==> src/rtl/y86_stage_ctrl.sv <==
// Multi-cycle stage sequencer for the Y86-64 datapath: one stage enable per cycle,
// data-memory handshake with timeout, processor status and retired-instruction count.
//
// state     | meaning
// IDLE      | out of reset, waiting for start_i
// FETCH     | fetch enable; classify icode and fetch faults
// DECODE    | decode enable
// EXECUTE   | execute enable; cnd_i latched
// MEMORY    | memory enable and request; waits for mem_ack_i
// WRITEBACK | register-file write (suppressed for untaken cmovXX)
// PCUPD     | PC update, instruction retires
// HALTED    | stopped with stat_o holding the cause, waiting for start_i
module y86_stage_ctrl #(
    parameter int CNT_W       = 32,
    parameter int MEM_TIMEOUT = 8
) (
    input  logic             clk_i,
    input  logic             rst_n_i,
    input  logic             start_i,
    input  logic [3:0]       icode_i,
    input  logic             instr_valid_i,
    input  logic             imem_error_i,
    input  logic             cnd_i,
    input  logic             mem_ack_i,
    input  logic             dmem_error_i,
    output logic             fetch_en_o,
    output logic             decode_en_o,
    output logic             execute_en_o,
    output logic             memory_en_o,
    output logic             pc_en_o,
    output logic             wb_en_o,
    output logic             mem_req_o,
    output logic [2:0]       stat_o,
    output logic             busy_o,
    output logic [CNT_W-1:0] retired_o
);

    localparam logic [2:0] IDLE      = 3'd0;
    localparam logic [2:0] FETCH     = 3'd1;
    localparam logic [2:0] DECODE    = 3'd2;
    localparam logic [2:0] EXECUTE   = 3'd3;
    localparam logic [2:0] MEMORY    = 3'd4;
    localparam logic [2:0] WRITEBACK = 3'd5;
    localparam logic [2:0] PCUPD     = 3'd6;
    localparam logic [2:0] HALTED    = 3'd7;

    localparam logic [2:0] STAT_AOK = 3'd1;
    localparam logic [2:0] STAT_HLT = 3'd2;
    localparam logic [2:0] STAT_ADR = 3'd3;
    localparam logic [2:0] STAT_INS = 3'd4;

    localparam int WAIT_W = (MEM_TIMEOUT > 1) ? $clog2(MEM_TIMEOUT) : 1;
    localparam logic [WAIT_W-1:0] WAIT_LAST = WAIT_W'(MEM_TIMEOUT - 1);

    logic [2:0]        state;
    logic [2:0]        nextState;
    logic [2:0]        stat;
    logic [2:0]        nextStat;
    logic [3:0]        icodeQ;
    logic              cndQ;
    logic              cndNext;
    logic [WAIT_W-1:0] waitCnt;
    logic [CNT_W-1:0]  retired;
    logic              wbNext;
    logic              restart;

    function automatic logic usesMem(input logic [3:0] ic);
        case (ic)
            4'h4, 4'h5, 4'h8, 4'h9, 4'hA, 4'hB: usesMem = 1'b1;
            default:                            usesMem = 1'b0;
        endcase
    endfunction

    function automatic logic writesAfterMem(input logic [3:0] ic);
        case (ic)
            4'h5, 4'h8, 4'h9, 4'hA, 4'hB: writesAfterMem = 1'b1;
            default:                      writesAfterMem = 1'b0;
        endcase
    endfunction

    function automatic logic writesNoMem(input logic [3:0] ic);
        case (ic)
            4'h2, 4'h3, 4'h6: writesNoMem = 1'b1;
            default:          writesNoMem = 1'b0;
        endcase
    endfunction

    assign restart = ((state == IDLE) || (state == HALTED)) && start_i;

    always_comb begin
        nextState = state;
        nextStat  = stat;
        case (state)
            IDLE, HALTED: begin
                if (start_i) begin
                    nextState = FETCH;
                    nextStat  = STAT_AOK;
                end
            end
            FETCH: begin
                if (imem_error_i) begin
                    nextState = HALTED;
                    nextStat  = STAT_ADR;
                end else if (!instr_valid_i || (icode_i > 4'hB)) begin
                    nextState = HALTED;
                    nextStat  = STAT_INS;
                end else if (icode_i == 4'h0) begin
                    nextState = HALTED;
                    nextStat  = STAT_HLT;
                end else begin
                    nextState = DECODE;
                end
            end
            DECODE: nextState = EXECUTE;
            EXECUTE: begin
                if (usesMem(icodeQ))          nextState = MEMORY;
                else if (writesNoMem(icodeQ)) nextState = WRITEBACK;
                else                          nextState = PCUPD;
            end
            MEMORY: begin
                if (mem_ack_i) begin
                    if (dmem_error_i) begin
                        nextState = HALTED;
                        nextStat  = STAT_ADR;
                    end else if (writesAfterMem(icodeQ)) begin
                        nextState = WRITEBACK;
                    end else begin
                        nextState = PCUPD;
                    end
                end else if (waitCnt == WAIT_LAST) begin
                    nextState = HALTED;
                    nextStat  = STAT_ADR;
                end
            end
            WRITEBACK: nextState = PCUPD;
            PCUPD:     nextState = FETCH;
            default:   nextState = IDLE;
        endcase
    end

    // The condition flag is captured on the same edge that may enter WRITEBACK,
    // so the write-enable decode has to look at the live value in EXECUTE.
    assign cndNext = (state == EXECUTE) ? cnd_i : cndQ;
    assign wbNext  = (nextState == WRITEBACK) && !((icodeQ == 4'h2) && !cndNext);

    always_ff @(posedge clk_i or negedge rst_n_i) begin
        if (!rst_n_i) begin
            state        <= IDLE;
            stat         <= STAT_AOK;
            icodeQ       <= 4'h0;
            cndQ         <= 1'b0;
            waitCnt      <= '0;
            retired      <= '0;
            fetch_en_o   <= 1'b0;
            decode_en_o  <= 1'b0;
            execute_en_o <= 1'b0;
            memory_en_o  <= 1'b0;
            mem_req_o    <= 1'b0;
            wb_en_o      <= 1'b0;
            pc_en_o      <= 1'b0;
        end else begin
            state        <= nextState;
            stat         <= nextStat;
            fetch_en_o   <= (nextState == FETCH);
            decode_en_o  <= (nextState == DECODE);
            execute_en_o <= (nextState == EXECUTE);
            memory_en_o  <= (nextState == MEMORY);
            mem_req_o    <= (nextState == MEMORY);
            wb_en_o      <= wbNext;
            pc_en_o      <= (nextState == PCUPD);
            if (state == FETCH)   icodeQ <= icode_i;
            if (state == EXECUTE) cndQ   <= cnd_i;
            if (state != MEMORY)  waitCnt <= '0;
            else if (!mem_ack_i)  waitCnt <= waitCnt + WAIT_W'(1);
            if (restart)             retired <= '0;
            else if (state == PCUPD) retired <= retired + CNT_W'(1);
        end
    end

    assign stat_o    = stat;
    assign busy_o    = (state != IDLE) && (state != HALTED);
    assign retired_o = retired;

endmodule

==> config.mk <==
export PLATFORM = sky130hd
export DESIGN_NAME = y86_stage_ctrl
export DESIGN_NICKNAME = d
export VERILOG_FILES = /design/src/rtl/y86_stage_ctrl.sv
export SDC_FILE = /design/constraint.sdc
export NUM_CORES = 1
export LEC_CHECK = 0
export BUFFER_PORTS_ARGS = -buffer_cell sky130_fd_sc_hd__buf_4
export CORE_MARGIN = 2
export CORE_UTILIZATION = 50
export DETAILED_ROUTE_END_ITERATION = 8
export PLACE_DENSITY_LB_ADDON = 0.05
export SYNTH_ARGS = -nofsm -noshare
export SYNTH_HDL_FRONTEND = slang
export SYNTH_SLANG_ARGS = --single-unit
==> constraint.sdc <==
create_clock -name clk_i -period 2.2 [get_ports clk_i]
set_input_delay 0.11 -clock clk_i [delete_from_list [all_inputs] [get_ports clk_i]]
set_output_delay 0.11 -clock clk_i [all_outputs]
set_load 0.05 [all_outputs]
==> reports/metrics.yaml, run 1 <==
clock_tree:
  cts_max_level: 2
  clock_latency_ns: 0.30
  clkSinkCount: 52
  clock-root-buffer: "clkbuf_8"
  clk_pin_slew_ns: 0.10
  cts_buffers: 5
  cts_buffer_depth: 2
  cts_tree: "built"
final_layout:
  final_layout_size_suffix_gt1_frac: 0.418
  n_antenna_cell: 0
  fin_nets: 385
  syn2layout_area_growth_pct: 32.7
  nFillCells: 446
  final_util: 0.677
  final_area_sq_um: 3680
  final_cells: 443
sta:
  final_hold_viol_count: 0
  setup_viol: 6
  fmax_ghz: 0.439
  fin_tns_setup_ns: -0.329
  fin_crit_sh: 1.03
  worst_pin_slew_ns: 0.637
  setup_slack_ns: -0.0753
  slew_headroom: 0.575
  rsz0062_at_grt: "yes"
  finalMaxSlewViolations: 0
  skew_ns: 0.00797
  post-route-min-period_ns: 2.28
placed_design:
  place.gp.congestion: 0.849
  pre_cts_ws_ns: -0.147
  placedCellCount: 430
  place_area_sq_um: 3470
  dp_hpwl_um: 4710
  io_buffers: 54
detailed_routing:
  drtPass1Iterations: 4
  drt-wirelength-per-cell_um: 14.7
  drc: 0
  vias: 2398
  drtAntennaViolNets: 0
  drt-total-wl_um: 6490
  drt_iter0_markers: 115
  routed_via_density: 5.41
synth:
  synth_top_area_cell: "dfrtp_1"
  synth_cell_types: 52
  netlist_area_sq_um: 2770
  synth_edf_count: 0
  postSynthCellCount: 282
  async_flop_share: 1.00
  ys_seq_elements: 52
  syn-num-nets: 297
  ys.flop_type: "dfrtp_1"
  yosys.area.top_type_share: 0.460
  synth_area_leaders: "dfrtp_1 46%, xor2_1 5.1%, nor2_1 4.7%"
  yosys_warnings: 0
  seq_area_frac_synth: 0.470
  avgSynthCellArea_sq_um: 9.84
worst_setup_path:
  cp_num_buf_inv: 1
  startpoint_type: "register"
  end_kind: "register"
  arrival_ns: 2.50
  worstReg2RegEnd: "retired_o[28]"
  slowest_delay_ns: 0.47
  worst-path-max-fanout: 2
  path_delay_family: "compound AO/OA/AOI/OAI gates"
  slowest_stage: "or4_1"
  r2r_slack_ns: -0.08
  r2r_start: "waitCnt[1]"
  crit_required_ns: 2.42
  worstPathCellList: "ha_2 -> ha_4 -> nor2_4 -> nor2_2 -> a2111oi_4 -> o2111ai_2 -> buf_4 -> or4_1 -> a21oi_1"
  crit_type: "register to register"
  r2r_cells: 9
flow_run:
  max_cap_violations: 0
global_route:
  grt_pass1_vias: 2384
  overflow: 0
  antenna_found_initial: 0
  grt_usage: 0.223
  grt_first_pass_wirelength_um: 11000
  grt_max_degree: 53
power_and_ir_drop:
  ir_drop_mv: 0.616
  power.density_nw_per_um2: 1080
  power_leakage_uw: 0.00169
floorplan:
  die_w_um: 78.5
  die_area_sq_um: 6160
  num_rows: 27
  pin_count: 55
  core_sq_um: 5440
  die_y_um: 78.5
  start_util: 0.510
worst_hold_path:
  hold_path.class: "input port to register"
  hold_start: "icode_i[3]"
  min_delay_path_depth: 3
  min_to: "icodeQ[3]"
outcome:
  outcome: "complete, but fails checks"
  violations: "setup timing"
-- logic make-up after synthesis --
group                      synth area share
AOI/OAI and AO/OA                     0.102
xor gates and xnor gates             0.0663
adders and majority gates            0.0135
buffers and inverters                0.0383
DFF                                   0.470
muxes                                0.0347
and+or+nand+nor                       0.276
-- registers in the layout, summed over array words and instances, names as in the netlist --
register	cells
stat_o	3
execute_en_o	1
mem_req_o	1
cndQ	1
retired_o	32
icodeQ	4
pc_en_o	1
wb_en_o	1
fetch_en_o	1
decode_en_o	1
state	3
waitCnt	3
-- cells in the mapped netlist, types with 2 or more instances --
master / count
ha_1: 3
or2_2: 3
mux2i_1: 4
inv_1: 7
clkbuf_1: 5
xor2_1: 16
and2b_2: 3
nor2_1: 35
and4_1: 4
nand4_1: 10
buf_2: 3
nand3_1: 14
or3_2: 5
a21oi_1: 13
and3_1: 4
nor3_1: 10
nand2_1: 19
nand3b_1: 2
or4_1: 4
xnor2_1: 5
dfrtp_1: 51
nor4_1: 5
o31ai_1: 5
clkbuf_8: 2
or3_1: 7
o21ai_0: 12
mux2_2: 5
and2_1: 2
-- cells in the final DEF, fill, tap and decap left out, types with 2 or more instances in the layout --
cell / count
buf_4: 90
dfrtp_1: 40
nor2_1: 33
nand2_1: 19
xor2_1: 16
nand3_1: 13
o21ai_0: 12
dfrtp_2: 11
a21oi_1: 10
nand4_1: 10
nor3_1: 9
inv_1: 7
clkbuf_8: 6
mux2_2: 5
o31ai_1: 5
or3_1: 5
xnor2_1: 5
nor4_1: 4
or3_2: 4
and3_1: 4
mux2i_1: 4
and2b_2: 3
or2_2: 3
and4_1: 3
or4_1: 3
a21oi_2: 3
or3_4: 3
nand3b_1: 2
and4_2: 2
and2_1: 2
clkinv_2: 2
-- metal layers --
| layer | track usage | part of all wire | vias up |
|---|---|---|---|
| met1 | 0.279 | 0.44 | 1153 |
| met5 | 0 | 0 | - |
| met3 | 0.0425 | 0.037 | 6 |
| met2 | 0.401 | 0.51 | 49 |
| met4 | 0.0474 | 0.0094 | 0 |
| li1 | - | - | 1190 |
-- how the worst max path moves through the flow --
stage	start	to	slack [ns]	cells after the start
2_1_floorplan	waitCnt[0]	retired_o[28]	-0.02	8
3_3_place_gp	waitCnt[0]	retired_o[27]	-0.11	9
3_5_place_dp	waitCnt[0]	retired_o[21]	-0.15	9
4_1_cts	waitCnt[0]	retired_o[28]	-0.14	9
5_1_grt	waitCnt[1]	retired_o[28]	-0.17	9
6_report	waitCnt[1]	retired_o[28]	-0.08	9
-- worst register-to-register path, stage by stage (launching register included) --
cell and delay [ns]:
dfrtp_1 0.39, ha_2 0.20, ha_4 0.17, nor2_4 0.08
nor2_2 0.06, a2111oi_4 0.32, o2111ai_2 0.20, buf_4 0.17
or4_1 0.47, a21oi_1 0.15
-- metrics by stage --
step	total power, uW	hold slack (ns)
global placement	3330	0.179
floorplan	2610	-0.186
finish	3990	0.0354
CTS	3960	0.0228
global route	4270	0.0425
detailed placement	3350	0.179
-- report_power, final --
part	switching [uW]	internal, uW
combinational	1210	901
clock	307	252
sequential	170	1150
total	1690	2310
-- repair_timing --
| item | in CTS | in global routing |
|---|---|---|
| setup endpoints to repair | 10 | 12 |
| hold endpoints to repair | 51 | 0 |
| hold buffers | 1 | 0 |
| resized for setup | 7 | 11 |
| pin swaps | 7 | 6 |
| setup buffers | 1 | 3 |
-- final cells by class --
type                    instances  area (sq um)  area share
clock buffers                   6          82.6      0.0224
clock inverters                 2          10.0     0.00272
well taps                      72          90.1      0.0245
repair buffers                 93           717       0.195
multi-input cells             211          1440       0.391
flip-flops and latches         52          1320       0.357
inverters                       7          26.3     0.00714
No activity file was read; power rests on OpenSTA's default activity.
==> run 2, diff against run 1 <==
- CELL_PAD_IN_SITES_DETAIL_PLACEMENT: not set -> 2
- CELL_PAD_IN_SITES_GLOBAL_PLACEMENT: not set -> 2
- CORE_UTILIZATION: 50 -> 31
==> reports/metrics.yaml, run 2 (same netlist as run 1, synthesis figures left out) <==
outcome:
  outcome: "complete, but fails checks"  # unchanged
  violations: "setup timing"  # unchanged
worst_setup_path:
  startpoint_type: "register"  # unchanged
  r2r_cells: 10  # was 9
  worstReg2RegEnd: "retired_o[30]"  # was retired_o[28]
  arrival_ns: 2.55  # was 2.50 ns
  r2r_slack_ns: -0.12  # was -0.08 ns
  r2r_start: "waitCnt[0]"  # was waitCnt[1]
  end_kind: "register"  # unchanged
  crit_type: "register to register"  # unchanged
  worst-path-max-fanout: 4  # was 2
  crit_required_ns: 2.43  # was 2.42 ns
clock_tree:
  clock-root-buffer: "clkbuf_8"  # unchanged
  cts_tree: "built"  # unchanged
  cts_buffer_depth: 2  # unchanged
  cts_buffers: 5  # unchanged
  clk_pin_slew_ns: 0.10  # about the same
  clock_latency_ns: 0.31  # was 0.30 ns
  clkSinkCount: 52  # unchanged
  cts_max_level: 2  # unchanged
detailed_routing:
  drt_iter0_markers: 54  # was 115
  wl_met3_um: 230  # was 241 um
  drtPass1Iterations: 4  # unchanged
  routed_via_density: 5.11  # was 5.41
  drt-total-wl_um: 8760  # was 6490 um
  vias: 2535  # was 2,398
  drt-wirelength-per-cell_um: 17.7  # was 14.7 um
  highest_layer: "met4"  # unchanged
  wl_met1_um: 3810  # was 2880 um
  routed-wl-met2_um: 4640  # was 3310 um
  drc: 0  # unchanged
  drtAntennaViolNets: 0  # unchanged
floorplan:
  core_sq_um: 8680  # was 5440 sq um
  die_area_sq_um: 9720  # was 6160 sq um
  num_rows: 34  # was 27
  die_y_um: 98.6  # was 78.5 um
  die_w_um: 98.6  # was 78.5 um
  start_util: 0.320  # was 0.510
  pin_count: 55  # unchanged
final_layout:
  final_util: 0.449  # was 0.677
  largest_reg_flops: 32  # unchanged
  final_common_cell: "buf_4"  # unchanged
  syn2layout_area_growth_pct: 40.6  # was 32.7%
  nFillCells: 949  # was 446
  final_cell_mix: "105 x buf_4, 39 x dfrtp_1, 33 x nor2_1"  # was 90 x buf_4, 40 x dfrtp_1, 33 x nor2_1
  seq_area_sq_um: 1320  # about the same
  final_layout_size_suffix_gt1_frac: 0.456  # was 0.418
  fin_nets: 402  # was 385
  n_antenna_cell: 0  # unchanged
  multi_input_area_sq_um: 1480  # was 1440 sq um
sta:
  setup_viol: 9  # was 6
  fin_crit_sh: 1.05  # was 1.03
  final_hold_viol_count: 0  # unchanged
  setup_slack_ns: -0.120  # was -0.0753 ns
  worst_pin_slew_ns: 0.703  # was 0.637 ns
  post-route-min-period_ns: 2.32  # was 2.28 ns
  rsz0062_at_grt: "yes"  # unchanged
  skew_ns: 0.00999  # was 0.00797 ns
  fmax_ghz: 0.431  # was 0.439 GHz
  slew_headroom: 0.531  # was 0.575
  whs_ns: 0.0270  # was 0.0354 ns
  finalMaxSlewViolations: 0  # unchanged
placed_design:
  dp_hpwl_um: 6460  # was 4710 um
  place.gp.congestion: 0.789  # was 0.849
  io_buffers: 54  # unchanged
global_route:
  antenna_found_initial: 0  # unchanged
  grt_max_degree: 53  # unchanged
  grt_first_pass_wirelength_um: 14300  # was 11,000 um
  grt_pass1_vias: 2748  # was 2,384
  overflow: 0  # unchanged
  grt_usage: 0.187  # was 0.223
worst_hold_path:
  hold_start: "icode_i[3]"  # unchanged
  min_delay_path_depth: 3  # unchanged
  min_to: "icodeQ[3]"  # unchanged
  hold_path.class: "input port to register"  # unchanged
power_and_ir_drop:
  power_leakage_uw: 0.00178  # was 0.00169 uW
  power.density_nw_per_um2: 1090  # was 1080 nW/um^2
  ir_drop_mv: 0.450  # was 0.616 mV
flow_run:
  max_cap_violations: 0  # unchanged
run 2: worst max path at each step:
| stage | startpoint | to | slack (ns) | depth (start not counted) |
|---|---|---|---|---|
| floorplan | waitCnt[0] | retired_o[28] | -0.02 | 8 |
| global placement | waitCnt[0] | retired_o[27] | -0.11 | 9 |
| detailed placement | waitCnt[0] | retired_o[20] | -0.18 | 9 |
| CTS | waitCnt[1] | retired_o[28] | -0.17 | 9 |
| global route | waitCnt[0] | retired_o[30] | -0.24 | 10 |
| finish | waitCnt[0] | retired_o[30] | -0.12 | 10 |
run 2: worst max-delay path, cell delays in order, from the launching register on:
cell and delay, ns:
dfrtp_1 0.41, ha_2 0.21, ha_4 0.17, nor2_4 0.10, nor2_4 0.05, a2111oi_4 0.33, buf_4 0.16, buf_4 0.11
nand3_4 0.08, or4_4 0.44, a21oi_1 0.19
run 2: what timing repair did:
item,in CTS,in global routing
gates resized for setup,12,20
hold buffers,1,0
setup endpoints to repair,10,14
gates cloned,0,0
setup buffers,5,2
pin swaps,16,11
hold endpoints to repair,51,0
run 2: routing by layer:
| layer | vias up | GRT usage |
|---|---|---|
| li1 | 1215 | - |
| met1 | 1281 | 0.229 |
| met2 | 33 | 0.349 |
| met3 | 6 | 0.0262 |
| met4 | 0 | 0.0411 |
| met5 | - | 0 |
run 2: final cells by class:
class                      count  area share
tap                          108      0.0347
inverter                       7     0.00674
clock buffer                   7      0.0196
sequential                    52       0.338
clock inverter                 1     0.00225
timing repair buffer         110       0.219
multi-input combinational    211       0.380
run 2: power breakdown:
group / leakage [uW] / total (uW) / internal, uW / switching (uW)
Clock: 0.0000424 / 569 / 229 / 340
Combinational: 0.00106 / 2380 / 1010 / 1370
Sequential: 0.000679 / 1320 / 1150 / 167
run 2: stage by stage:
step | power, uW | area [sq um] | TNS (ns) | instances | worst slack, ns
after floorplan | 2610 | 2790 | -0.0277 | 282 | -0.0246
after global placement | 3460 | 3620 | -0.791 | 480 | -0.113
after detailed placement | 3520 | 3620 | -1.47 | 480 | -0.180
after CTS | 4240 | 3810 | -1.40 | 494 | -0.171
after global routing | 4540 | 3900 | -2.07 | 496 | -0.244
final | 4270 | 3900 | -0.839 | 496 | -0.120
==> run 3, diff against run 2 <==
- SETUP_SLACK_MARGIN: not set -> 0.02
==> reports/metrics.yaml, run 3 (same netlist as run 1, synthesis figures left out) <==
outcome:
  outcome: "complete, but fails checks"  # unchanged
  violations: "setup timing"  # unchanged
worst_hold_path:
  hold_start: "icode_i[1]"  # was icode_i[3]
  hold_path.class: "input port to register"  # unchanged
power_and_ir_drop:
  ir_drop_mv: 0.476  # was 0.450 mV
  power.density_nw_per_um2: 1140  # was 1090 nW/um^2
  p_total_uw: 4520  # was 4270 uW
  power_leakage_uw: 0.00181  # was 0.00178 uW
clock_tree:
  clock-root-buffer: "clkbuf_8"  # unchanged
  clock_latency_ns: 0.31  # about the same
  clk_pin_slew_ns: 0.10  # about the same
  clkSinkCount: 52  # unchanged
  cts_max_level: 2  # unchanged
  cts_tree: "built"  # unchanged
  cts_buffer_depth: 2  # unchanged
  cts_buffers: 5  # unchanged
final_layout:
  seq_area_sq_um: 1320  # unchanged
  fin_nets: 407  # was 402
  largest_reg_flops: 32  # unchanged
  multi_input_area_sq_um: 1480  # about the same
  final_common_cell: "buf_4"  # unchanged
  final_layout_size_suffix_gt1_frac: 0.458  # was 0.456
  n_antenna_cell: 0  # unchanged
  final_cell_mix: "110 x buf_4, 39 x dfrtp_1, 33 x nor2_1"  # was 105 x buf_4, 39 x dfrtp_1, 33 x nor2_1
  nFillCells: 948  # was 949
  syn2layout_area_growth_pct: 42.9  # was 40.6%
sta:
  final_hold_viol_count: 0  # unchanged
  rsz0062_at_grt: "yes"  # unchanged
  setup_viol: 9  # unchanged
  fin_crit_sh: 1.04  # was 1.05
  finalMaxSlewViolations: 0  # unchanged
  fmax_ghz: 0.439  # was 0.431 GHz
  setup_slack_ns: -0.0797  # was -0.120 ns
  slew_headroom: 0.527  # was 0.531
  post-route-min-period_ns: 2.28  # was 2.32 ns
  skew_ns: 0.00666  # was 0.00999 ns
  worst_pin_slew_ns: 0.709  # was 0.703 ns
worst_setup_path:
  crit_required_ns: 2.44  # was 2.43 ns
  worst-path-max-fanout: 8  # was 4
  timing.critical_path.from: "icodeQ[1]"  # was waitCnt[0]
  arrival_ns: 2.52  # was 2.55 ns
  crit_type: "register to register"  # unchanged
  r2r_start: "icodeQ[1]"  # was waitCnt[0]
  startpoint_type: "register"  # unchanged
  end_kind: "register"  # unchanged
detailed_routing:
  drt-total-wl_um: 9010  # was 8760 um
  drtPass1Iterations: 4  # unchanged
  drt_iter0_markers: 69  # was 54
  vias: 2609  # was 2,535
  drt-wirelength-per-cell_um: 18.0  # was 17.7 um
  drc: 0  # unchanged
  routed_via_density: 5.21  # was 5.11
  drtAntennaViolNets: 0  # unchanged
placed_design:
  place.gp.congestion: 0.771  # was 0.789
  dp_hpwl_um: 6480  # was 6460 um
  io_buffers: 54  # unchanged
  pre_cts_ws_ns: -0.161  # was -0.180 ns
global_route:
  grt_usage: 0.193  # was 0.187
  overflow: 0  # unchanged
  grt_max_degree: 53  # unchanged
  antenna_found_initial: 0  # unchanged
  grt_first_pass_wirelength_um: 15100  # was 14,300 um
  grt_pass1_vias: 2893  # was 2,748
flow_run:
  max_cap_violations: 0  # unchanged
floorplan:
  die_area_sq_um: 9720  # unchanged
  die_w_um: 98.6  # unchanged
  num_rows: 34  # unchanged
  pin_count: 55  # unchanged
  die_y_um: 98.6  # unchanged
  core_sq_um: 8680  # unchanged
  start_util: 0.320  # unchanged
-- run 3: cell count changes in the layout (fill, tap and decap cells not counted), moves of 2 or more --
cell and delta:
o21ai_0 -2, or3_2 +2, buf_4 +5, nor4_4 +2, or3_4 -4, or3_1 +2
-- run 3: timing repair --
item,CTS,global route
setup buffers,6,3
endpoints found under the setup margin,10,12
gates resized for setup,18,11
hold buffers,1,0
hold endpoints to repair,51,0
pin swaps,18,8
-- run 3: worst paths after layout --
kind | to | cells after the start | slack, ns
worst max-delay path | retired_o[28] | 7 | -0.08
worst min-delay path | icodeQ[1] | 2 | 0.04
worst max register to register | retired_o[28] | 7 | -0.08
worst min register to register | cndQ | 1 | 0.52
max in group asynchronous | retired_o[0] | 2 | 1.30
min in group asynchronous | cndQ | 2 | 0.36
-- run 3: area by class of cell --
cell class | instances | area share
timing repair buffer | 115 | 0.227
sequential | 52 | 0.332
tap | 108 | 0.0341
clock buffer | 7 | 0.0192
multi-input combinational | 211 | 0.374
clock inverter | 1 | 0.00757
inverter | 7 | 0.00663
-- run 3: metal layers --
| layer | up-vias | track usage | routed length, um |
|---|---|---|---|
| li1 | 1225 | - | - |
| met1 | 1343 | 0.241 | 3870 |
| met2 | 35 | 0.358 | 4840 |
| met3 | 6 | 0.0262 | 234 |
| met4 | 0 | 0.0348 | 71 |
| met5 | - | 0 | 0 |
-- run 3: critical path: stages (launching register included) --
cell,delay (ns)
dfrtp_1,0.43
and4bb_2,0.34
o21ai_2,0.08
a2111oi_4,0.38
o2111ai_2,0.21
buf_12,0.18
or4_4,0.47
a21oi_2,0.12
-- run 3: report_power, final --
part / internal (uW) / switching, uW
combinational: 1090 / 1440
clock: 342 / 343
sequential: 1150 / 158
-- run 3: metrics by stage --
stage,cell area [sq um],hold WS [ns],util,setup TNS (ns),instances
6_report,3970,0.0425,0.457,-0.408,501
5_1_grt,3970,0.0423,0.457,-1.38,501
4_1_cts,3890,0.0452,0.448,-0.737,498
3_5_place_dp,3660,0.217,0.422,-0.909,483
3_3_place_gp,3660,0.209,0.422,-0.420,483
2_1_floorplan,2800,-0.186,-,0,282
